`src/rtl/ram_arb_pkg.sv`:
```
// Shared types and constants for the two-port RAM arbiter/sequencer.
package ram_arb_pkg;

   typedef enum logic [1:0] {
      ST_IDLE   = 2'd0,
      ST_ACCESS = 2'd1,
      ST_ACK    = 2'd2
   } state_t;

   typedef enum logic {
      REQ_CPU = 1'b0,
      REQ_DMA = 1'b1
   } req_id_t;

   localparam int WAIT_CNT_W    = 3;
   localparam int DEF_ADDR_BITS = 14;

   // One requester's transfer fields as seen at grant time.
   typedef struct packed {
      logic        we;
      logic        byte_op;
      logic [15:0] addr;
      logic [15:0] wdata;
   } xfer_t;

   function automatic logic addr_is_nxm(input logic [15:0] addr, input int addr_bits);
      return (addr >> addr_bits) != 16'd0;
   endfunction

   function automatic req_id_t other_id(input req_id_t id);
      return (id == REQ_CPU) ? REQ_DMA : REQ_CPU;
   endfunction

endpackage

```
`src/rtl/ram_arb_rr.sv`:
```
// Combinational two-way round-robin picker: on a tie the requester not granted last wins.
module ram_arb_rr
   import ram_arb_pkg::*;
(
   input  logic    req0,
   input  logic    req1,
   input  req_id_t last_grant,
   output logic    grant_valid,
   output req_id_t grant_id
);

   always_comb begin
      grant_valid = req0 | req1;
      grant_id    = REQ_CPU;
      if (req0 && req1) begin
         grant_id = other_id(last_grant);
      end else if (req1) begin
         grant_id = REQ_DMA;
      end
   end

endmodule

```
`src/rtl/ram_arbiter.sv`:
```
// Shares one byte-addressable static RAM between a CPU port and a DMA port,
// sequencing CE_N/WE_N timing and returning a one-cycle ack (plus NXM flag) per transfer.
module ram_arbiter
   import ram_arb_pkg::*;
#(
   parameter int ADDR_BITS   = DEF_ADDR_BITS,
   parameter int WAIT_STATES = 0
) (
   input  logic        CLK,
   input  logic        RESET,
   input  logic        req0,
   input  logic        req1,
   input  logic        we0,
   input  logic        we1,
   input  logic        byte0,
   input  logic        byte1,
   input  logic [15:0] addr0,
   input  logic [15:0] addr1,
   input  logic [15:0] wdata0,
   input  logic [15:0] wdata1,
   output logic        ack0,
   output logic        ack1,
   output logic        nxm0,
   output logic        nxm1,
   output logic [15:0] rdata0,
   output logic [15:0] rdata1,
   output logic [15:0] ram_a,
   output logic [15:0] ram_di,
   output logic        ram_ce_n,
   output logic        ram_we_n,
   output logic        ram_byte_op,
   input  logic [15:0] ram_do
);

   localparam logic [WAIT_CNT_W-1:0] WAIT_LOAD = WAIT_CNT_W'(WAIT_STATES);

   state_t                 state_q, state_d;
   req_id_t                prio_q, prio_d;
   req_id_t                winner_q, winner_d;
   logic [WAIT_CNT_W-1:0]  cnt_q, cnt_d;
   logic                   we_q, we_d;
   logic                   nxm_q, nxm_d;
   logic [15:0]            ram_a_q, ram_a_d;
   logic [15:0]            ram_di_q, ram_di_d;
   logic                   ram_byte_q, ram_byte_d;
   logic                   ram_ce_n_q, ram_ce_n_d;
   logic                   ram_we_n_q, ram_we_n_d;
   logic                   ack0_q, ack0_d, ack1_q, ack1_d;
   logic                   nxm0_q, nxm0_d, nxm1_q, nxm1_d;
   logic [15:0]            rdata0_q, rdata0_d, rdata1_q, rdata1_d;

   req_id_t                last_grant;
   req_id_t                grant_id;
   logic                   grant_valid;
   xfer_t                  xfer0, xfer1, sel;
   logic                   sel_nxm;
   logic [15:0]            capture;

   assign xfer0 = '{we: we0, byte_op: byte0, addr: addr0, wdata: wdata0};
   assign xfer1 = '{we: we1, byte_op: byte1, addr: addr1, wdata: wdata1};

   // prio_q names the requester favoured on the next tie; the picker wants the last winner.
   assign last_grant = other_id(prio_q);

   ram_arb_rr u_rr (
      .req0        (req0),
      .req1        (req1),
      .last_grant  (last_grant),
      .grant_valid (grant_valid),
      .grant_id    (grant_id)
   );

   assign sel     = (grant_id == REQ_DMA) ? xfer1 : xfer0;
   assign sel_nxm = addr_is_nxm(sel.addr, ADDR_BITS);
   assign capture = nxm_q ? 16'h0000 : ram_do;

   always_ff @(posedge CLK or posedge RESET) begin
      if (RESET) begin
         state_q    <= ST_IDLE;
         prio_q     <= REQ_CPU;
         winner_q   <= REQ_CPU;
         cnt_q      <= '0;
         we_q       <= 1'b0;
         nxm_q      <= 1'b0;
         ram_a_q    <= '0;
         ram_di_q   <= '0;
         ram_byte_q <= 1'b0;
         ram_ce_n_q <= 1'b1;
         ram_we_n_q <= 1'b1;
         ack0_q     <= 1'b0;
         ack1_q     <= 1'b0;
         nxm0_q     <= 1'b0;
         nxm1_q     <= 1'b0;
         rdata0_q   <= '0;
         rdata1_q   <= '0;
      end else begin
         state_q    <= state_d;
         prio_q     <= prio_d;
         winner_q   <= winner_d;
         cnt_q      <= cnt_d;
         we_q       <= we_d;
         nxm_q      <= nxm_d;
         ram_a_q    <= ram_a_d;
         ram_di_q   <= ram_di_d;
         ram_byte_q <= ram_byte_d;
         ram_ce_n_q <= ram_ce_n_d;
         ram_we_n_q <= ram_we_n_d;
         ack0_q     <= ack0_d;
         ack1_q     <= ack1_d;
         nxm0_q     <= nxm0_d;
         nxm1_q     <= nxm1_d;
         rdata0_q   <= rdata0_d;
         rdata1_q   <= rdata1_d;
      end
   end

   always_comb begin
      state_d    = state_q;
      prio_d     = prio_q;
      winner_d   = winner_q;
      cnt_d      = cnt_q;
      we_d       = we_q;
      nxm_d      = nxm_q;
      ram_a_d    = ram_a_q;
      ram_di_d   = ram_di_q;
      ram_byte_d = ram_byte_q;
      case (state_q)
         ST_IDLE: begin
            if (grant_valid) begin
               state_d    = ST_ACCESS;
               cnt_d      = WAIT_LOAD;
               winner_d   = grant_id;
               prio_d     = other_id(grant_id);
               we_d       = sel.we;
               nxm_d      = sel_nxm;
               ram_a_d    = sel.addr;
               ram_di_d   = sel.wdata;
               ram_byte_d = sel.byte_op;
            end
         end
         ST_ACCESS: begin
            if (cnt_q == '0) begin
               state_d = ST_ACK;
            end else begin
               cnt_d = cnt_q - WAIT_CNT_W'(1);
            end
         end
         ST_ACK:  state_d = ST_IDLE;
         default: state_d = ST_IDLE;
      endcase
   end

   // Strobes are computed one cycle ahead so every RAM-facing output leaves a flop.
   always_comb begin
      ram_ce_n_d = 1'b1;
      ram_we_n_d = 1'b1;
      ack0_d     = 1'b0;
      ack1_d     = 1'b0;
      nxm0_d     = 1'b0;
      nxm1_d     = 1'b0;
      rdata0_d   = rdata0_q;
      rdata1_d   = rdata1_q;
      case (state_q)
         ST_IDLE: begin
            if (grant_valid && !sel_nxm) begin
               ram_ce_n_d = 1'b0;
               if (WAIT_LOAD == '0) ram_we_n_d = ~sel.we;
            end
         end
         ST_ACCESS: begin
            if (cnt_q != '0) begin
               ram_ce_n_d = nxm_q;
               if (cnt_q == WAIT_CNT_W'(1) && !nxm_q) ram_we_n_d = ~we_q;
            end else if (winner_q == REQ_CPU) begin
               ack0_d = 1'b1;
               nxm0_d = nxm_q;
               if (!we_q) rdata0_d = capture;
            end else begin
               ack1_d = 1'b1;
               nxm1_d = nxm_q;
               if (!we_q) rdata1_d = capture;
            end
         end
         default: ;
      endcase
   end

   assign ack0        = ack0_q;
   assign ack1        = ack1_q;
   assign nxm0        = nxm0_q;
   assign nxm1        = nxm1_q;
   assign rdata0      = rdata0_q;
   assign rdata1      = rdata1_q;
   assign ram_a       = ram_a_q;
   assign ram_di      = ram_di_q;
   assign ram_ce_n    = ram_ce_n_q;
   assign ram_we_n    = ram_we_n_q;
   assign ram_byte_op = ram_byte_q;

endmodule

```
`config.mk`:
```
export PLATFORM = sky130hd
export DESIGN_NAME = ram_arbiter
export DESIGN_NICKNAME = d
export VERILOG_FILES = /design/src/rtl/ram_arb_pkg.sv /design/src/rtl/ram_arb_rr.sv /design/src/rtl/ram_arbiter.sv
export SDC_FILE = /design/constraint.sdc
export NUM_CORES = 1
export LEC_CHECK = 0
export CAP_MARGIN = 15
export CORE_UTILIZATION = 40
export CTS_CLUSTER_SIZE = 28
export DETAILED_ROUTE_END_ITERATION = 10
export GPL_ROUTABILITY_DRIVEN = 0
export MAX_ROUTING_LAYER = met4
export PLACE_DENSITY_LB_ADDON = 0.05
export RECOVER_POWER = 25
export SKIP_CTS_REPAIR_TIMING = 1
export SLEW_MARGIN = 40
export SYNTH_ARGS = -nofsm -noshare
export SYNTH_HDL_FRONTEND = slang
export SYNTH_SLANG_ARGS = --single-unit
export TNS_END_PERCENT = 100
```
`constraint.sdc`:
```
create_clock -name CLK -period 3.2 [get_ports CLK]
set_clock_uncertainty 0.1 [all_clocks]
set_input_delay 0.48 -clock CLK [delete_from_list [all_inputs] [get_ports CLK]]
set_output_delay 0.48 -clock CLK [all_outputs]
set_load 0.02 [all_outputs]
```
==> flow_metrics.py, run 1 <==
metrics = {
    "routing": {
        "ant_nets": 0,
        "via_per_inst": 4.758,
        "wl_per_cell_um": 14.21,
        "drc": 0,
        "via_count": 2669,
        "dr.pass1.iters": 4,
        "drt_iter0_markers": 61,
        "routed_wirelength_um": 7972,
    },
    "worst_setup_path": {
        "r2r_end": "rdata0[12]$_DFFE_PP0P_",
        "ff2ff_path_depth": 6,
        "critPathLaunch": "cnt_q[0]$_DFFE_PP0P_",
        "cp_max_fo": 16,
        "cp.required_ps": 3340,
        "endpoint_kind": "flip-flop",
        "r2r-start": "cnt_q[0]$_DFFE_PP0P_",
        "criticalPathCategory": "reg2reg",
        "critPathLaunchType": "flip-flop",
        "crit_end": "rdata0[12]$_DFFE_PP0P_",
        "r2r_setup_slack_ps": 950,
        "cp.arrival_ps": 2390,
    },
    "clock_network": {
        "clockRootBuffer": "clkbuf_8",
        "h-tree-depth": 3,
        "cts_buffers": 9,
        "clock-sinks": 80,
        "cts_buffer_depth": 2,
        "clk_pin_slew_worst_paths_ps": 90,
        "cts_tree": "yes",
        "insertion_delay_ps": 350,
    },
    "die": {
        "die_h_um": 96.93,
        "die_w_um": 96.93,
        "initial_core_util_pct": 41.33,
        "io_pins": 159,
        "dieArea_mm2": 0.009395,
        "rows": 34,
        "core_region_area_mm2": 0.008721,
    },
    "outcome": {
        "status": "finished clean",
    },
    "synthesis": {
        "syn_inst": 291,
        "synth_nets": 382,
        "postSynthAreaPerCell_um2": 12.39,
        "synth-main-ff-cell": "dfrtp_1",
        "ys_top_cells_by_count": "dfrtp_1 (78), nand2_1 (39), mux2i_1 (33), o21ai_0 (26), mux2_4 (20)",
        "yosysMostFrequentCell": "dfrtp_1",
        "synthDistinctLibCells": 34,
        "yosysWarnings": 0,
        "synth-seq-cells": 80,
        "yosysTopAreaCell": "dfrtp_1",
        "async_reset_ff_share_pct": 100.0,
        "synth.area.top_cells": "dfrtp_1 (54%), mux2i_1 (9.2%), mux2_4 (8.3%)",
        "synth_top_cell_area_share_pct": 54.15,
        "syn-cell-area_mm2": 0.003605,
        "synth_edf_count": 0,
        "yosysSeqAreaShare_pct": 55.61,
    },
    "power": {
        "leakagePower_nw": 2.480,
        "peakVddDrop_uv": 376.0,
        "pwr_density_cell_mw_per_mm2": 881.3,
    },
    "cells_and_area": {
        "multi_input_area_mm2": 0.001483,
        "area_growth_pct": 51.13,
        "nNetsFinal": 539,
        "regArea_mm2": 0.002004,
        "drive_gt1_share_pct": 15.45,
        "n_antenna_cell": 0,
        "fillCellCount": 687,
        "design_area_mm2": 0.005448,
    },
    "timing": {
        "slew_headroom_pct": 52.96,
        "finalSetupTns_ps": 0,
        "min_period_ps": 2249,
        "min_period_over_period_pct": 70.28,
        "worst_pin_slew_ps": 705.6,
        "slew_violations": 0,
        "rsz0062_at_grt": "false",
        "fmax_ghz": 0.4447,
        "finalSetupViolCount": 0,
        "hold_violations": 0,
    },
    "placement": {
        "post_dp_cell_area_mm2": 0.005274,
        "port_buffers": 158,
        "dp_hpwl_um": 5774,
    },
    "worst_hold_path": {
        "hp-class": "reg2reg",
        "hold_depth": 2,
    },
    "global_route": {
        "busiest_layer": "met2",
        "first_global_vias": 2756,
        "met3_usage_pct": 4.769,
        "grt_pass1_wl_um": 13350,
        "grt_max_degree": 54,
        "use_met1_pct": 22.76,
        "antenna_found_initial": 0,
        "grtUsageTotal_pct": 18.27,
        "grtUsageMet2_pct": 28.98,
        "overflow": 0,
    },
    "flow_run": {
        "cap_violations": 0,
    },
}
logic make-up after synthesis:
group,synth area share [%]
xor+xnor,0.2430
fa+ha+maj,1.041
buf+inv,3.887
mux,21.56
flops,55.61
simple gates,11.32
compound gates,6.352
per-stage QoR:
step | utilization [%] | cells | total power, mW | setup slack, ps | hold WS, ps
after detailed placement | 60.47 | 545 | 4.180 | 808.9 | 369.3
after global placement | 60.43 | 545 | 4.138 | 872.3 | 360.9
after global routing | 62.47 | 561 | 5.098 | 826.6 | 408.1
final | 62.47 | 561 | 4.801 | 951.1 | 384.4
after floorplan | - | 291 | 3.098 | 571.6 | 383.7
after CTS | 62.51 | 561 | 4.869 | 923.6 | 387.6
worst max-delay path, stage by stage (launching register included):
cell	delay, ps
dfrtp_1	410
inv_1	90
ha_1	170
and4bb_4	260
nor2b_4	150
nor2b_4	550
mux2_2	410
state kept, by name, indices dropped and copies added (netlist names):
name         cells
state_q          2
nxm0             1
ack0             1
ram_di          16
ram_a           16
ram_byte_op      1
ack1             1
prio_q           1
ram_we_n         1
nxm1             1
rdata1          16
winner_q         1
cnt_q            3
rdata0          16
nxm_q            1
we_q             1
ram_ce_n         1
worst min path at each step:
stage                               start                     to  slack (ps)
floorplan            winner_q$_DFFE_PP0P_         ack0$_DFF_PP0_         380
global placement     ram_a[5]$_DFFE_PP0P_   ram_a[5]$_DFFE_PP0P_         360
detailed placement  ram_a[14]$_DFFE_PP0P_  ram_a[14]$_DFFE_PP0P_         370
CTS                 ram_a[14]$_DFFE_PP0P_  ram_a[14]$_DFFE_PP0P_         390
global route         ram_a[7]$_DFFE_PP0P_   ram_a[7]$_DFFE_PP0P_         410
finish              ram_a[14]$_DFFE_PP0P_  ram_a[14]$_DFFE_PP0P_         380
layout by cell type, fill, tap and decap left out, types with 3 or more instances in the layout:
cell type / synthesis / routed
nand2_1: 39 / 39
clkdlybuf4s50_1: 0 / 157
and2b_1: 5 / 5
nor2_1: 8 / 8
buf_4: 3 / 3
inv_1: 4 / 3
clkbuf_8: 0 / 9
mux2_2: 13 / 13
o21ai_0: 26 / 26
nor2b_1: 6 / 6
clkinvlp_4: 0 / 3
mux2i_1: 33 / 33
dfrtp_1: 78 / 78
mux2_4: 20 / 20
and2b_2: 6 / 6
ha_1: 3 / 3
o21ai_1: 12 / 10
power by group:
part / switching, mW / leakage, nW / internal (mW)
clock network: 0.387 / 0.0822 / 0.287
registers: 0.274 / 1.00 / 1.44
logic: 1.15 / 1.39 / 1.27
total: 1.81 / 2.48 / 2.99
layer usage:
layer / wire (um) / vias to the layer above
met1: 3572 / 1261
met5: 0 / -
li1: - / 1305
met4: 90 / 0
met2: 3828 / 93
met3: 481 / 10
area by class of cell:
cell class              instances  share of cell area, %
clock buffers                   9                  2.274
clock inverters                 7                 0.9876
inverters                       4                 0.3675
multi-input cells             190                  27.22
flip-flops and latches         80                  36.79
well taps                     108                  2.480
repair buffers                163                  29.88
No activity file was read; power rests on OpenSTA's default activity.
==> run 2: changes to the inputs <==
--- a/config.mk
+++ b/config.mk
@@ -6,7 +6,7 @@
 export NUM_CORES = 1
 export LEC_CHECK = 0
 export CAP_MARGIN = 15
-export CORE_UTILIZATION = 40
+export CORE_UTILIZATION = 38
 export CTS_CLUSTER_SIZE = 28
 export DETAILED_ROUTE_END_ITERATION = 10
 export GPL_ROUTABILITY_DRIVEN = 0
==> constraint.sdc (replaced) <==
create_clock -name CLK -period 2 [get_ports CLK]
set_clock_uncertainty 0.1 [all_clocks]
set_input_delay 0.3 -clock CLK [delete_from_list [all_inputs] [get_ports CLK]]
set_output_delay 0.3 -clock CLK [all_outputs]
set_load 0.02 [all_outputs]
==> run 2 against run 1 <==
Routed wire length grew 1.6%. Flip-flop and latch count is the same. Utilization shrank 1.7 points. Global-route usage shrank 0.21 points. Count of clock-buffer cells in the layout is the same. Power grew 63%. Clock power grew 60%. First-iteration DRC count grew 23%. Critical path depth grew 1. Register-to-register slack lost 860 ps. Non-clock buffer count grew 9. Via count is essentially flat.
==> flow_metrics.py, run 2 (synthesis gave the netlist of run 1 again) <==
metrics = {
    "power": {
        "sw_frac_of_total_pct": 37.26,
        "pwr_density_cell_mw_per_mm2": 1400,
        "p_sw_mw": 2.913,
        "pwr-share-clk_pct": 13.8,
        "p_comb_share_pct": 50.9,
        "power_frac_seq_pct": 35.2,
        "leakagePower_nw": 2.544,
        "p_int_mw": 4.904,
        "peakVddDrop_uv": 657.1,
    },
    "placement": {
        "post_dp_cell_area_mm2": 0.005384,
        "dp_cells": 554,
        "port_buffers": 158,
        "dp_hpwl_um": 5840,
    },
    "die": {
        "die_h_um": 99.40,
        "io_pins": 159,
        "dieArea_mm2": 0.009879,
        "initial_core_util_pct": 39.20,
        "core_region_area_mm2": 0.009196,
        "rows": 35,
        "die_w_um": 99.40,
    },
    "worst_hold_path": {
        "hp-class": "in2async",
    },
    "cells_and_area": {
        "area_growth_pct": 54.91,
        "final_util_pct": 60.72,
        "layout_common_cells": "clkdlybuf4s50_1 (157), dfrtp_1 (78), nand2_1 (39)",
        "layout_commonest_cell": "clkdlybuf4s50_1",
        "drive_gt1_share_pct": 17.97,
        "fillCellCount": 769,
        "n_antenna_cell": 0,
        "nNetsFinal": 548,
        "design_area_mm2": 0.005584,
        "finalNonFillerCells": 573,
    },
    "timing": {
        "min_period_ps": 1913,
        "hold_violations": 0,
        "finalSetupTns_ps": 0,
        "slew_violations": 0,
        "min_period_over_period_pct": 95.65,
        "worst_pin_slew_ps": 684.3,
        "fmax_ghz": 0.5228,
        "rsz0062_at_grt": "false",
        "finalSetupViolCount": 0,
        "slew_headroom_pct": 54.38,
    },
    "worst_setup_path": {
        "cp.arrival_ps": 2050,
        "critPathLaunchType": "flip-flop",
        "endpoint_kind": "flip-flop",
        "cp.required_ps": 2140,
        "criticalPathCategory": "reg2reg",
        "cp_max_fo": 8,
    },
    "routing": {
        "ant_nets": 0,
        "routed_wirelength_um": 8097,
        "drc": 0,
        "drt_iter0_markers": 75,
        "dr.pass1.iters": 4,
        "via_per_inst": 4.654,
        "wl_per_cell_um": 14.13,
        "via_count": 2667,
    },
    "clock_network": {
        "h-tree-depth": 3,
        "insertion_delay_ps": 340,
        "cts_buffers": 9,
        "cts_buffer_depth": 2,
        "clockRootBuffer": "clkbuf_8",
        "clk_pin_slew_worst_paths_ps": 90,
        "cts_tree": "yes",
        "clock-sinks": 80,
    },
    "global_route": {
        "first_global_vias": 2804,
        "grt_max_degree": 49,
        "grt_pass1_wl_um": 13590,
        "grtUsageTotal_pct": 18.06,
        "antenna_found_initial": 0,
        "overflow": 0,
    },
    "flow_run": {
        "cap_violations": 0,
    },
    "outcome": {
        "status": "finished clean",
    },
}
## run 2: worst max-delay path: stages, from the launching register on
cell and delay (ps):
dfrtp_1 390, inv_2 80, ha_4 130, and4bb_4 250, nor2b_4 160, nor2b_4 210
clkbuf_16 190, mux2_4 300
## run 2: routing by layer
| layer | global-route usage (%) | vias up | part of all wire, % |
|---|---|---|---|
| met4 | 4.751 | 0 | 0.72 |
| met3 | 5.973 | 8 | 7.2 |
| met1 | 22.20 | 1231 | 44 |
| li1 | - | 1328 | - |
| met5 | - | - | 0 |
| met2 | 28.69 | 100 | 48 |
## run 2: power by group through the flow
stage / logic (mW) / clock network [mW] / registers, mW
6_report: 3.98 / 1.08 / 2.76
5_1_grt: 4.30 / 1.20 / 2.86
4_1_cts: 3.99 / 1.12 / 2.77
3_5_place_dp: 3.98 / 0 / 2.79
3_3_place_gp: 3.94 / 0 / 2.77
2_1_floorplan: 1.51 / 0 / 3.45
## run 2: path summary, 6_finish.rpt
| check | startpoint | end | slack [ps] | depth (start not counted) |
|---|---|---|---|---|
| setup / recovery | cnt_q[0]$_DFFE_PP0P_ | rdata0[15]$_DFFE_PP0P_ | 90 | 7 |
| hold / removal | RESET | rdata1[1]$_DFFE_PP0P_ | 300 | 2 |
| setup reg to reg | cnt_q[0]$_DFFE_PP0P_ | rdata0[15]$_DFFE_PP0P_ | 90 | 7 |
| hold reg to reg | ram_di[0]$_DFFE_PP0P_ | ram_di[0]$_DFFE_PP0P_ | 380 | 2 |
| max in group asynchronous | RESET | ram_di[5]$_DFFE_PP0P_ | 500 | 3 |
| min in group CLK | ram_di[0]$_DFFE_PP0P_ | ram_di[0]$_DFFE_PP0P_ | 380 | 2 |
## run 2: layout make-up
cell class	instances	area, um^2	area share (%)
Clock inverter	7	53.80	0.9635
Inverter	4	16.27	0.2913
Sequential cell	80	2004	35.90
Multi-Input combinational cell	190	1495	26.78
Clock buffer	9	123.9	2.218
Timing Repair Buffer	172	1752	31.37
Tap cell	111	138.9	2.487
## run 2: stage by stage
stage / power [mW] / hold slack [ps] / setup slack (ps)
6_report: 7.817 / 295.8 / 87.08
5_1_grt: 8.353 / 312.6 / 24.53
4_1_cts: 7.886 / 147.0 / 57.09
3_5_place_dp: 6.768 / 370.9 / 64.19
3_3_place_gp: 6.707 / 359.6 / 112.2
2_1_floorplan: 4.958 / 382.3 / 94.55
==> run 3: changes to the inputs <==
--- a/config.mk
+++ b/config.mk
@@ -13,6 +13,7 @@
 export MAX_ROUTING_LAYER = met4
 export PLACE_DENSITY_LB_ADDON = 0.05
 export RECOVER_POWER = 25
+export REMOVE_ABC_BUFFERS = 1
 export SKIP_CTS_REPAIR_TIMING = 1
 export SLEW_MARGIN = 40
 export SYNTH_ARGS = -nofsm -noshare
==> run 3 against run 2 <==
Register-to-register slack got worse by 20 ps. Critical path depth did not move. Sequential power barely moved. Sequential share of layout area fell by 0.064 points. Routed wire length rose by 2.0%. Cell area rose by 0.18%. Die area did not move. Final cell count fell by 0.35%. First-iteration DRC count fell by 35%. Critical path type unchanged. Highest routed layer unchanged.
==> flow_metrics.py, run 3 (synthesis gave the netlist of run 1 again) <==
metrics = {
    "timing": {
        "rsz0062_at_grt": "true",
        "worst_pin_slew_ps": 1082,
        "slew_headroom_pct": 27.88,
        "setup_slack_ps": 63.23,
        "finalSetupTns_ps": 0,
        "min_period_ps": 1937,
        "hold_slack_ps": 383.3,
        "min_period_over_period_pct": 96.84,
        "hold_violations": 0,
        "slew_violations": 0,
        "finalSetupViolCount": 0,
        "fmax_ghz": 0.5163,
    },
    "global_route": {
        "antenna_found_initial": 0,
        "grt_max_degree": 81,
        "overflow": 0,
        "grtUsageTotal_pct": 17.95,
        "first_global_vias": 2644,
        "grt_pass1_wl_um": 13300,
    },
    "cells_and_area": {
        "final_util_pct": 60.83,
        "nNetsFinal": 546,
        "finalNonFillerCells": 571,
        "layout_commonest_cell": "clkdlybuf4s50_1",
        "drive_gt1_share_pct": 17.39,
        "layout_common_cells": "clkdlybuf4s50_1 (157), dfrtp_1 (78), nand2_1 (39)",
        "design_area_mm2": 0.005594,
        "n_antenna_cell": 0,
        "area_growth_pct": 55.19,
    },
    "routing": {
        "via_per_inst": 4.676,
        "ant_nets": 0,
        "wl_per_cell_um": 14.46,
        "drt_iter0_markers": 49,
        "routed_wirelength_um": 8256,
        "via_count": 2670,
        "drc": 0,
        "dr.pass1.iters": 4,
    },
    "worst_hold_path": {
        "hp-class": "reg2reg",
        "hold_depth": 2,
    },
    "die": {
        "rows": 35,
        "io_pins": 159,
        "die_h_um": 99.40,
        "core_region_area_mm2": 0.009196,
        "dieArea_mm2": 0.009879,
        "initial_core_util_pct": 39.20,
        "die_w_um": 99.40,
    },
    "placement": {
        "port_buffers": 158,
        "preCtsSetupSlack_ps": 42.30,
        "post_dp_cell_area_mm2": 0.005374,
        "dp_cells": 553,
        "dp_hpwl_um": 5996,
    },
    "clock_network": {
        "clk_pin_slew_worst_paths_ps": 80,
        "clock-sinks": 80,
        "h-tree-depth": 3,
        "cts_tree": "yes",
        "cts_buffer_depth": 2,
        "clockRootBuffer": "clkbuf_8",
        "insertion_delay_ps": 340,
        "cts_buffers": 9,
    },
    "power": {
        "p_int_mw": 5.041,
        "pwr_density_cell_mw_per_mm2": 1418,
        "p_sw_mw": 2.893,
        "sw_frac_of_total_pct": 36.46,
        "peakVddDrop_uv": 529.4,
        "leakagePower_nw": 2.551,
        "pwr-share-clk_pct": 14.5,
        "p_comb_share_pct": 50.9,
        "p_total_mw": 7.934,
        "power_frac_seq_pct": 34.7,
    },
    "worst_setup_path": {
        "ff2ff_path_depth": 7,
        "criticalPathCategory": "reg2reg",
        "cp.arrival_ps": 2060,
        "endpoint_kind": "flip-flop",
        "critPathLaunchType": "flip-flop",
        "cp_max_fo": 8,
        "cp.required_ps": 2120,
    },
    "flow_run": {
        "cap_violations": 0,
    },
    "outcome": {
        "status": "finished clean",
    },
}
==> run 3: changes by cell type in the layout (fill, tap and decap cells not counted), sizes merged <==
cell and change:
clkinvlp -1, inv -2, clkinv +1, buf -1, bufinv +1
==> run 3: critical path, cell delays in order (launching register included) <==
cell and delay, ps:
dfrtp_1 390, inv_2 90, ha_4 130, and4bb_4 260, nor2b_4 150, nor2b_4 210
buf_12 150, mux2_2 340
==> run 3: final timing paths <==
path                                           start                      to  slack (ps)
worst max-delay path            cnt_q[0]$_DFFE_PP0P_  rdata0[13]$_DFFE_PP0P_          60
worst min-delay path            ram_a[4]$_DFFE_PP0P_    ram_a[4]$_DFFE_PP0P_         380
worst max register to register  cnt_q[0]$_DFFE_PP0P_  rdata0[13]$_DFFE_PP0P_          60
worst min register to register  ram_a[4]$_DFFE_PP0P_    ram_a[4]$_DFFE_PP0P_         380
max in group asynchronous                      RESET  state_q[0]$_DFFE_PP0P_         390
min in group asynchronous                      RESET   ram_a[10]$_DFFE_PP0P_         690
==> run 3: final cells by class <==
cell class	instances	area [um^2]
Fill cell	777	3602
Clock inverter	6	60.06
Multi-Input combinational cell	190	1495
Sequential cell	80	2004
Inverter	4	16.27
Timing Repair Buffer	170	1752
Clock buffer	10	127.6
Tap cell	111	138.9
==> run 3: power by group through the flow <==
stage / registers (mW) / logic [mW] / clock network (mW)
after floorplan: 3.48 / 1.38 / 0
after global placement: 2.77 / 3.99 / 0
after detailed placement: 2.80 / 4.03 / 0
after CTS: 2.77 / 4.04 / 1.20
after global routing: 2.86 / 4.33 / 1.25
final: 2.75 / 4.03 / 1.15
==> run 3: metal layers <==
layer	global-route usage (%)	up-vias	wire length, um
met1	22.41	1244	3677
met3	4.638	7	529
li1	-	1316	-
met4	7.127	0	98
met2	27.94	103	3951
met5	-	-	0
